### config.mk
export PLATFORM = sky130hd
export DESIGN_NAME = dct_frame_loader
export DESIGN_NICKNAME = d
export VERILOG_FILES = /design/src/rtl/dct_pkg.sv /design/src/rtl/dct_loader_bank.sv /design/src/rtl/dct_frame_loader.sv
export SDC_FILE = /design/constraint.sdc
export NUM_CORES = 1
export LEC_CHECK = 0
export ABC_AREA = 1
export CORE_UTILIZATION = 54
export DETAILED_ROUTE_END_ITERATION = 6
export GPL_TIMING_DRIVEN = 0
export PLACE_DENSITY_LB_ADDON = 0.25
export SYNTH_ARGS = -nofsm -noshare
export SYNTH_HDL_FRONTEND = slang
export SYNTH_SLANG_ARGS = --single-unit
### constraint.sdc
create_clock -name clk -period 1.7 [get_ports clk]
set_input_delay 0.51 -clock clk [delete_from_list [all_inputs] [get_ports clk]]
set_output_delay 0.51 -clock clk [all_outputs]
set_load 0.005 [all_outputs]
### src/rtl/dct_pkg.sv
// Shared constants and sample type for the 4-point DCT datapath and its loader.
package dct_pkg;
    localparam int SAMPLE_W = 4;
    localparam int N_POINTS = 4;
    localparam int COEF_W   = 12;

    typedef logic signed [SAMPLE_W-1:0] sample_t;
endpackage

### src/rtl/dct_loader_bank.sv
// Four-entry sample bank: one indexed write port, zero-fill from an index upward,
// and all four entries read in parallel.
module dct_loader_bank #(
    parameter int SAMPLE_W = dct_pkg::SAMPLE_W
) (
    input  logic                       clk,
    input  logic                       rst_n,
    input  logic                       i_we,
    input  logic [1:0]                 i_widx,
    input  logic signed [SAMPLE_W-1:0] i_wdata,
    input  logic                       i_pad,
    input  logic [1:0]                 i_pad_from,
    output logic signed [SAMPLE_W-1:0] o_d0,
    output logic signed [SAMPLE_W-1:0] o_d1,
    output logic signed [SAMPLE_W-1:0] o_d2,
    output logic signed [SAMPLE_W-1:0] o_d3
);
    import dct_pkg::*;

    logic signed [SAMPLE_W-1:0] r_mem [N_POINTS];

    // The pad start always lies above the write index, so the two never collide.
    always_ff @(posedge clk or negedge rst_n) begin
        if (!rst_n) begin
            for (int i = 0; i < N_POINTS; i++) r_mem[i] <= '0;
        end else begin
            for (int i = 0; i < N_POINTS; i++) begin
                if (i_pad && (2'(i) >= i_pad_from))
                    r_mem[i] <= '0;
                else if (i_we && (i_widx == 2'(i)))
                    r_mem[i] <= i_wdata;
            end
        end
    end

    assign o_d0 = r_mem[0];
    assign o_d1 = r_mem[1];
    assign o_d2 = r_mem[2];
    assign o_d3 = r_mem[3];
endmodule

### src/rtl/dct_frame_loader.sv
// Serial-to-parallel ping-pong loader feeding the 4-point DCT.
// Optional DCT_LOADER_FLUSH_EN adds flush/out_padded for zero-padding a partial vector.
module dct_frame_loader #(
    parameter int SAMPLE_W = dct_pkg::SAMPLE_W
) (
    input  logic                       clk,
    input  logic                       rst_n,
    input  logic                       in_valid,
    output logic                       in_ready,
    input  logic signed [SAMPLE_W-1:0] in_sample,
    output logic                       out_valid,
    input  logic                       out_ready,
`ifdef DCT_LOADER_FLUSH_EN
    input  logic                       flush,
    output logic                       out_padded,
`endif
    output logic signed [SAMPLE_W-1:0] x0,
    output logic signed [SAMPLE_W-1:0] x1,
    output logic signed [SAMPLE_W-1:0] x2,
    output logic signed [SAMPLE_W-1:0] x3
);
    import dct_pkg::*;

    logic       r_wr_bank;
    logic       r_rd_bank;
    logic [1:0] r_wr_idx;
    logic [1:0] r_full;
    logic [1:0] w_full_nxt;
    logic       w_accept;
    logic       w_consume;
    logic       w_wrap;
    logic       w_flush_do;
    logic       w_complete;
    logic [1:0] w_pad_from;

    logic signed [SAMPLE_W-1:0] w_b0 [N_POINTS];
    logic signed [SAMPLE_W-1:0] w_b1 [N_POINTS];

    assign in_ready  = !r_full[r_wr_bank];
    assign out_valid = r_full[r_rd_bank];
    assign w_accept  = in_valid && in_ready;
    assign w_consume = out_valid && out_ready;
    assign w_wrap    = w_accept && (r_wr_idx == 2'd3);

`ifdef DCT_LOADER_FLUSH_EN
    logic [1:0] r_padded;

    // A flush that coincides with the 4th sample is just a normal completion.
    assign w_flush_do = flush && !w_wrap && (w_accept || (r_wr_idx != 2'd0));
    assign w_pad_from = w_accept ? (r_wr_idx + 2'd1) : r_wr_idx;
    assign out_padded = r_padded[r_rd_bank];

    always_ff @(posedge clk or negedge rst_n) begin
        if (!rst_n) begin
            r_padded <= 2'b00;
        end else begin
            if (w_consume)  r_padded[r_rd_bank] <= 1'b0;
            if (w_complete) r_padded[r_wr_bank] <= w_flush_do;
        end
    end
`else
    assign w_flush_do = 1'b0;
    assign w_pad_from = r_wr_idx;
`endif

    assign w_complete = w_wrap || w_flush_do;

    // Fill completion and drain always target different banks, so both may apply.
    always_comb begin
        w_full_nxt = r_full;
        if (w_consume)  w_full_nxt[r_rd_bank] = 1'b0;
        if (w_complete) w_full_nxt[r_wr_bank] = 1'b1;
    end

    always_ff @(posedge clk or negedge rst_n) begin
        if (!rst_n) begin
            r_wr_bank <= 1'b0;
            r_rd_bank <= 1'b0;
            r_wr_idx  <= 2'd0;
            r_full    <= 2'b00;
        end else begin
            if (w_accept)   r_wr_idx  <= r_wr_idx + 2'd1;
            if (w_flush_do) r_wr_idx  <= 2'd0;
            if (w_complete) r_wr_bank <= ~r_wr_bank;
            if (w_consume)  r_rd_bank <= ~r_rd_bank;
            r_full <= w_full_nxt;
        end
    end

    dct_loader_bank #(.SAMPLE_W(SAMPLE_W)) u_bank0 (
        .clk        (clk),
        .rst_n      (rst_n),
        .i_we       (w_accept && !r_wr_bank),
        .i_widx     (r_wr_idx),
        .i_wdata    (in_sample),
        .i_pad      (w_flush_do && !r_wr_bank),
        .i_pad_from (w_pad_from),
        .o_d0       (w_b0[0]),
        .o_d1       (w_b0[1]),
        .o_d2       (w_b0[2]),
        .o_d3       (w_b0[3])
    );

    dct_loader_bank #(.SAMPLE_W(SAMPLE_W)) u_bank1 (
        .clk        (clk),
        .rst_n      (rst_n),
        .i_we       (w_accept && r_wr_bank),
        .i_widx     (r_wr_idx),
        .i_wdata    (in_sample),
        .i_pad      (w_flush_do && r_wr_bank),
        .i_pad_from (w_pad_from),
        .o_d0       (w_b1[0]),
        .o_d1       (w_b1[1]),
        .o_d2       (w_b1[2]),
        .o_d3       (w_b1[3])
    );

    assign x0 = r_rd_bank ? w_b1[0] : w_b0[0];
    assign x1 = r_rd_bank ? w_b1[1] : w_b0[1];
    assign x2 = r_rd_bank ? w_b1[2] : w_b0[2];
    assign x3 = r_rd_bank ? w_b1[3] : w_b0[3];
endmodule

==> impl_metrics.csv, run 1 <==
group,metric,value,unit
outcome,status,"finished, violations left",
outcome,violations,"negative setup slack",
floorplan,core,3390,um^2
yosys,synth_warnings,0,
detailed_routing,routed_wl,4710,um
floorplan,die_w,62.0,um
setup_path,crit_fanout,6,
setup_path,ff2ff_setup_slack,230,ps
timing,worstMarginPinSlew,840,ps
placement,portBuffers,20,
timing,fin_hold_ws,249,ps
setup_path,cp-end-kind,"primary output",
setup_path,reg2reg_depth,5,
timing,period_share,1.07,
timing,drv_slew,0,
floorplan,io_pins,26,
timing,setup_violations,18,
detailed_routing,drt_iter0_drc,127,
setup_path,crit_cells,5,
yosys,syn_area,1940,um^2
power,total_power,4.57,mW
timing,rsz0062_at_grt,"yes",
placement,gp_congestion,0.828,
clock_tree,clk_latency,350,ps
timing,clock.fmax,551,MHz
setup_path,crit_family,"buffers and inverters",
timing,slew_headroom,0.440,
global_route,use_met3,0.0745,
clock_tree,cts_sinks,38,
clock_tree,cts_hold_buffers,0,
detailed_routing,viasPerCell,5.62,
finish,diodes,0,
yosys,syn_inst,244,
min_path,hp-class,"input pin to asynchronous set/reset pin",
finish,layout_commonest_cell,"nand2_1",
finish,layout-drive-gt1-share,0.297,
power,ir_drop,0.00122,V
detailed_routing,wl_per_cell,14.5,um
clock_tree,clkTransAtPathRegs,110,ps
global_route,gr-usage-all-layers,0.280,
setup_path,crit_chain,"buf_6, clkinv_8, buf_12, o21ai_2, buf_2",
placement,placed_cell_area,2200,um^2
clock_tree,cts-root-buf,"clkbuf_4",
yosys,seq_area_frac_synth,0.489,
global_route,globalRoute.busiestLayer,"met2",
detailed_routing,dr.pass1.iters,4,
floorplan,start_util,0.574,
floorplan,die_h,62.0,um
placement,post-place-ws,-447,ps
global_route,grt_pass1_wl,7410,um
detailed_routing,vias,1827,
setup_path,arrival,1310,ps
setup_path,path_buf_inv,4,
finish,mostFrequentLayoutCells,"nand2_1 (107), nand4_1 (38), dfrtp_1 (37), buf_2 (27), nand2_2 (18)",
clock_tree,cts-htree-levels,2,
global_route,grt_antenna_before_repair,0,
global_route,grt_start_max_net_pins,39,
clock_tree,clockBufferDepth,2,
floorplan,die_area,3840,um^2
yosys,avgSynthCellArea,7.97,um^2
yosys,synth-seq-cells,38,
setup_path,critPathSlowestCell,"dfrtp_1",
global_route,grt_pass1_vias,1597,
run,cap_viol_max_count,0,
setup_path,worstPathRequired,1190,ps
finish,postLayoutCellArea,2380,um^2
global_route,grt_use_met2,0.467,
timing,hold_viol_final,0,
detailed_routing,drtAntennaViolNets,0,
yosys,yosysUniqueCellTypes,16,
clock_tree,cts_made_buffers,5,
clock_tree,cts_tree,"yes",
placement,dp.cells,310,
timing,fin_crit,1820,ps
timing,fin_worst_skew,13.0,ps
finish,stdcell_count,325,
placement,dpl.hpwl,3000,um
detailed_routing,drc,0,
finish,final_net_count,291,
timing,setup_slack,-116,ps
yosys,synth_nets,256,
setup_path,critical_path.max_stage_delay,360,ps
floorplan,std_cell_rows,21,
power,leakagePower,1.31,nW
global_route,gr-usage-met1,0.353,
finish,syn2layout_area_growth,22.2,%
setup_path,critical_path_class,"flop to primary output",
power,power_density,1920,nW/um^2
setup_path,critical_path.startpoint_type,"flop",
global_route,grt_overflow,0,
==> layout make-up <==
class,count,area [um^2]
Fill cell,284,1010
Sequential cell,38,952
Buffer,19,133
Inverter,5,33.8
Tap cell,46,57.6
Timing Repair Buffer,29,225
Clock buffer,7,45.0
Multi-Input combinational cell,181,930
==> synthesized netlist by cell type <==
cell type	n	area (um^2)
ha_1	4	50.1
buf_2	13	65.1
o21ai_0	1	5.00
inv_4	1	6.26
or2_1	1	6.26
nand3_1	3	15.0
dfrtp_1	38	951
nand3_2	3	30.0
buf_6	3	33.8
inv_2	1	3.75
inv_1	3	11.3
nand2_1	129	484
nor2_4	2	22.5
clkbuf_2	3	15.0
buf_4	1	7.51
nand4_1	38	238
==> metal layers <==
metal | wire [um] | vias to the layer above
met5 | 0 | -
met1 | 2050 | 888
met2 | 2300 | 51
met3 | 262 | 8
li1 | - | 880
met4 | 97 | 0
==> metrics by stage <==
stage,util,setup TNS [ps]
2_1_floorplan,-,0
3_3_place_gp,0.650,-32480
3_5_place_dp,0.648,-5270
4_1_cts,0.684,-1540
5_1_grt,0.701,-2710
6_report,0.701,-1600
==> power breakdown <==
| part | total [mW] | internal [mW] | switching [mW] |
|---|---|---|---|
| clock network | 0.433 | 0.156 | 0.277 |
| logic | 2.51 | 1.13 | 1.38 |
| registers | 1.63 | 1.33 | 0.303 |
| total | 4.57 | 2.61 | 1.96 |
==> path summary, 6_finish.rpt <==
kind / from / endpoint
worst max-delay path: r_rd_bank / out_valid
worst min-delay path: rst_n / u_bank1.o_d0[0]
min in group clk: in_sample[3] / u_bank1.o_d3[3]
max in group asynchronous: rst_n / r_full[0]
worst max register to register: r_wr_idx[0] / u_bank1.o_d3[2]
worst min register to register: u_bank1.o_d2[1] / u_bank1.o_d2[1]
==> flip-flops by register name, indices dropped and copies added (netlist names), 2 cells and up <==
register / flops
r_full: 2
r_wr_idx: 2
u_bank0.o_d0: 4
u_bank0.o_d1: 4
u_bank0.o_d2: 4
u_bank0.o_d3: 4
u_bank1.o_d0: 4
u_bank1.o_d1: 4
u_bank1.o_d2: 4
u_bank1.o_d3: 4
==> cells by family (layout without fill, tap and decap cells) <==
logic type,Yosys count,count (layout),synth area share
adder cells (fa/ha/maj),4,4,0.0257
AO/OA/AOI/OAI,1,1,0.00257
flip-flops,38,38,0.489
AND/OR/NAND/NOR,176,176,0.409
buffers and inverters,25,60,0.0734
==> what timing repair did <==
action | in CTS | in global routing
pin swaps | 2 | 5
gates resized for setup | 97 | 16
cloned | 1 | 0
endpoints found under the setup margin | 18 | 18
setup buffers | 7 | 1
No activity file was read; power rests on OpenSTA's default activity.
==> inputs of run 2 (changes only) <==
CORE_UTILIZATION = 49   (was 54)
==> run 2 against run 1 <==
- the flow still finishes with violations (negative setup slack)
- count of clock-buffer cells in the layout unchanged
- sequential share of layout area shrank 1.6 points
- routed wire length increased by 3.2%
- global-route usage shrank 0.91 points
- cell count is 3.4% higher
- die area rose by 9.9%
- register-to-register slack improved by 40 ps
- via count fell by 1.8%
- worst setup slack gained 10 ps
- design area rose by 4.2%
==> impl_metrics.csv, run 2 (synthesis gave the netlist of run 1 again) <==
group,metric,value,unit
detailed_routing,drtAntennaViolNets,0,
timing,fin_worst_skew,5.07,ps
placement,portBuffers,20,
clock_tree,cts-root-buf,"clkbuf_8",
clock_tree,cts-htree-levels,2,
clock_tree,clkTransAtPathRegs,70,ps
timing,fin_hold_ws,327,ps
detailed_routing,dr.pass1.iters,4,
detailed_routing,drt_iter0_drc,130,
timing,hold_viol_final,0,
power,power_frac_comb,0.549,
power,swShare,0.409,
floorplan,core,3740,um^2
floorplan,die_area,4220,um^2
timing,slew_headroom,0.442,
finish,mostFrequentLayoutCells,"nand2_1 (111), nand4_1 (38), dfrtp_1 (37), buf_2 (27), nand2_2 (15)",
placement,gp_congestion,0.904,
global_route,grt_overflow,0,
global_route,grt_pass1_vias,1760,
detailed_routing,drc,0,
detailed_routing,vias,1794,
setup_path,cp-end-kind,"primary output",
setup_path,critical_path.startpoint_type,"flop",
global_route,grt_pass1_wl,8400,um
placement,dpl.hpwl,3040,um
floorplan,std_cell_rows,22,
outcome,status,"finished, violations left",
floorplan,start_util,0.519,
power,power_density,1980,nW/um^2
power,power_frac_clock,0.117,
finish,diodes,0,
min_path,hp-class,"input pin to asynchronous set/reset pin",
timing,drv_slew,0,
run,cap_viol_max_count,0,
global_route,grt_antenna_before_repair,0,
clock_tree,clockBufferDepth,2,
power,leakagePower,1.36,nW
clock_tree,clk_latency,290,ps
setup_path,critical_path_class,"flop to primary output",
power,switchingPower,2.00,mW
timing,worstMarginPinSlew,836,ps
floorplan,io_pins,26,
floorplan,die_w,65.0,um
power,ir_drop,0.00103,V
global_route,grt_start_max_net_pins,39,
floorplan,die_h,65.0,um
clock_tree,cts_tree,"yes",
timing,rsz0062_at_grt,"yes",
detailed_routing,wl_per_cell,14.5,um
power,pwr-share-seq,0.334,
finish,syn2layout_area_growth,27.3,%
setup_path,worstPathRequired,1190,ps
timing,period_share,1.06,
outcome,violations,"negative setup slack",
clock_tree,cts_hold_buffers,0,
finish,final_net_count,300,
timing,clock.fmax,554,MHz
timing,setup_slack,-106,ps
detailed_routing,routed_wl,4860,um
finish,layout-drive-gt1-share,0.302,
placement,post-place-ws,-415,ps
clock_tree,cts_made_buffers,5,
global_route,gr-usage-all-layers,0.271,
power,total_power,4.89,mW
setup_path,arrival,1300,ps
clock_tree,cts_sinks,38,
timing,setup_violations,18,
detailed_routing,viasPerCell,5.34,
timing,fin_crit,1810,ps
setup_path,crit_fanout,4,
power,power.internal,2.89,mW
finish,layout_commonest_cell,"nand2_1",
[run 2: area by class of cell]
class,count,area [um^2]
flip-flops and latches,38,952
well taps,48,60.1
inverters,5,28.8
plain buffers,19,136
multi-input cells,181,911
repair inverters,1,7.51
fillers,327,1270
repair buffers,37,303
clock buffers,7,76.3
[run 2: power by group through the flow]
| stage | sequential [mW] | combinational [mW] | clock, mW |
|---|---|---|---|
| floorplan | 1.53 | 1.36 | 0 |
| global placement | 1.58 | 2.18 | 0 |
| detailed placement | 1.59 | 2.22 | 0 |
| CTS | 1.60 | 2.58 | 0.575 |
| global route | 1.69 | 3.00 | 0.621 |
| finish | 1.63 | 2.69 | 0.570 |
[run 2: stage by stage]
stage | setup TNS (ps) | cells | cell area, um^2 | utilization
global route | -2440 | 336 | 2470 | 0.661
finish | -1220 | 336 | 2470 | 0.661
global placement | -33110 | 312 | 2200 | 0.589
CTS | -1310 | 334 | 2420 | 0.647
floorplan | 0 | 244 | 1940 | -
detailed placement | -5270 | 312 | 2200 | 0.588
[run 2: path summary, 6_finish.rpt]
| kind | from | end | slack [ps] | cells after the start |
|---|---|---|---|---|
| worst max-delay path | r_rd_bank | out_valid | -110 | 6 |
| worst min-delay path | rst_n | u_bank0.o_d0[0] | 330 | 1 |
| worst max register to register | r_wr_idx[0] | r_wr_bank | 270 | 5 |
| worst min register to register | u_bank0.o_d0[2] | u_bank0.o_d0[2] | 470 | 2 |
| max in group asynchronous | rst_n | r_full[0] | 800 | 1 |
| min in group clk | u_bank0.o_d0[2] | u_bank0.o_d0[2] | 470 | 2 |
[run 2: worst max-delay path, stage by stage, from the launching register on]
cell	delay (ps)
dfrtp_1	340
buf_6	140
buf_12	110
clkinvlp_4	80
buf_6	130
o21ai_1	100
buf_2	120
[run 2: routing by layer]
layer / routed length, um / vias up / share of wire / global-route usage
li1: - / 890 / - / -
met2: 2380 / 32 / 0.49 / 0.448
met4: 72 / 0 / 0.015 / 0.0861
met1: 2200 / 865 / 0.45 / 0.355
met5: 0 / - / 0 / 0
met3: 209 / 7 / 0.043 / 0.0546
[run 2: repair_timing]
item | CTS | global route
setup endpoints to repair | 18 | 18
setup buffers | 12 | 3
pin swaps | 7 | 8
gates cloned | 3 | 0
gates resized for setup | 90 | 18
==> inputs of run 3 (changes only) <==
DONT_BUFFER_PORTS = 1   (was not set)
SKIP_CTS_REPAIR_TIMING = 1   (was not set)
==> run 3 against run 2 <==
- the run now ends clean
- routed wire length fell by 2.6%
- first-iteration DRC count fell by 22%
- largest power group unchanged
- worst setup slack improved by 150 ps
- hold slack got worse by 270 ps
- clock power barely moved
- fmax rose by 9.2%
- core utilization fell by 5.2 points
- critical path depth fell by 2
- critical path type unchanged
- sequential share of layout area rose by 3.3 points
- critical endpoint is now in_ready
==> impl_metrics.csv, run 3 (synthesis gave the netlist of run 1 again) <==
group,metric,value,unit
outcome,status,"finished, final reports clean",
finish,fillers,345,
clock_tree,cts_made_buffers,5,
timing,drv_slew,0,
floorplan,die_area,4220,um^2
global_route,grt_antenna_before_repair,0,
setup_path,cp-end-kind,"primary output",
timing,setup_violations,0,
setup_path,ff2ff_setup_slack,300,ps
timing,setup_slack,46.7,ps
placement,dp.cells,292,
timing,worstMarginPinSlew,293,ps
floorplan,std_cell_rows,22,
global_route,grt_pass1_vias,1579,
detailed_routing,drtAntennaViolNets,0,
setup_path,critical_path_class,"flop to primary output",
detailed_routing,wl_per_cell,14.9,um
timing,slew_headroom,0.804,
timing,fin_hold_ws,56.6,ps
placement,gp_congestion,0.867,
floorplan,io_pins,26,
placement,placed_cell_area,2000,um^2
power,total_power,4.35,mW
floorplan,start_util,0.519,
power,switchingPower,1.80,mW
setup_path,arrival,1140,ps
global_route,grt_pass1_wl,7470,um
setup_path,crit_fanout,6,
global_route,grt_overflow,0,
finish,layout-drive-gt1-share,0.193,
finish,stdcell_count,317,
power,power_frac_comb,0.505,
run,cap_viol_max_count,0,
finish,fin_util,0.609,
timing,fin_crit,1650,ps
timing,tns,0,ps
timing,hold_viol_final,0,
finish,final_net_count,281,
detailed_routing,drc,0,
finish,mostFrequentLayoutCells,"nand2_1 (129), nand4_1 (38), dfrtp_1 (36), buf_4 (18), buf_2 (10)",
detailed_routing,dr.pass1.iters,4,
floorplan,die_h,65.0,um
clock_tree,cts-root-buf,"clkbuf_8",
placement,post-place-ws,38.7,ps
detailed_routing,vias,1743,
power,power_density,1910,nW/um^2
power,ir_drop,0.00102,V
placement,portBuffers,0,
clock_tree,clkTransAtPathRegs,70,ps
timing,period_share,0.973,
clock_tree,clockBufferDepth,2,
floorplan,core,3740,um^2
detailed_routing,routed_wl,4730,um
min_path,hp-class,"input pin to asynchronous set/reset pin",
power,swShare,0.414,
power,power.internal,2.55,mW
timing,clock.fmax,605,MHz
finish,diodes,0,
global_route,gr-usage-all-layers,0.237,
global_route,grt_start_max_net_pins,39,
setup_path,critical_path.startpoint_type,"flop",
finish,syn2layout_area_growth,17.2,%
timing,rsz0062_at_grt,"no",
finish,ff_latch_area,953,um^2
finish,postLayoutCellArea,2280,um^2
power,power_frac_clock,0.131,
clock_tree,cts-htree-levels,2,
clock_tree,clk_latency,280,ps
setup_path,worstPathRequired,1190,ps
floorplan,die_w,65.0,um
finish,multi_input_area,851,um^2
finish,layout_commonest_cell,"nand2_1",
detailed_routing,drt_iter0_drc,102,
clock_tree,cts_tree,"yes",
detailed_routing,viasPerCell,5.50,
placement,dpl.hpwl,3010,um
clock_tree,cts_sinks,38,
power,pwr-share-seq,0.364,
timing,fin_worst_skew,2.32,ps
power,leakagePower,1.24,nW
==> run 3: worst max-delay path, stage by stage (launching register included) <==
cell and delay (ps):
dfrtp_1 370, buf_6 140, inv_4 60, nor2_4 40, or2_1 250
==> run 3: cell type report <==
class | instances | share of cell area
sequential | 38 | 0.418
multi-input combinational | 181 | 0.373
timing repair buffer | 18 | 0.0724
buffer | 20 | 0.0615
clock buffer | 7 | 0.0335
tap | 48 | 0.0263
inverter | 5 | 0.0148
==> run 3: worst paths after layout <==
kind,from,cells after the start,to
hold reg to reg,u_bank0.o_d0[2],2,u_bank0.o_d0[2]
min in group clk,out_ready,2,r_rd_bank
hold / removal,rst_n,1,u_bank1.o_d0[0]
setup reg to reg,r_wr_idx[0],6,u_bank1.o_d2[3]
max in group asynchronous,rst_n,1,r_full[1]
setup / recovery,r_wr_bank,4,in_ready
==> run 3: power by group through the flow <==
stage | clock, mW | sequential, mW | combinational (mW)
final | 0.571 | 1.58 | 2.20
after global routing | 0.616 | 1.63 | 2.46
after CTS | 0.578 | 1.57 | 1.70
after detailed placement | 0 | 1.58 | 1.70
after global placement | 0 | 1.58 | 1.66
after floorplan | 0 | 1.53 | 1.36
==> run 3: layer usage <==
metal,global-route usage,up-vias,part of all wire,routed length [um]
li1,-,849,-,-
met1,0.299,828,0.46,2190
met2,0.404,58,0.47,2230
met3,0.0493,8,0.052,247
met4,0.0722,0,0.013,61
met5,0,-,0,0
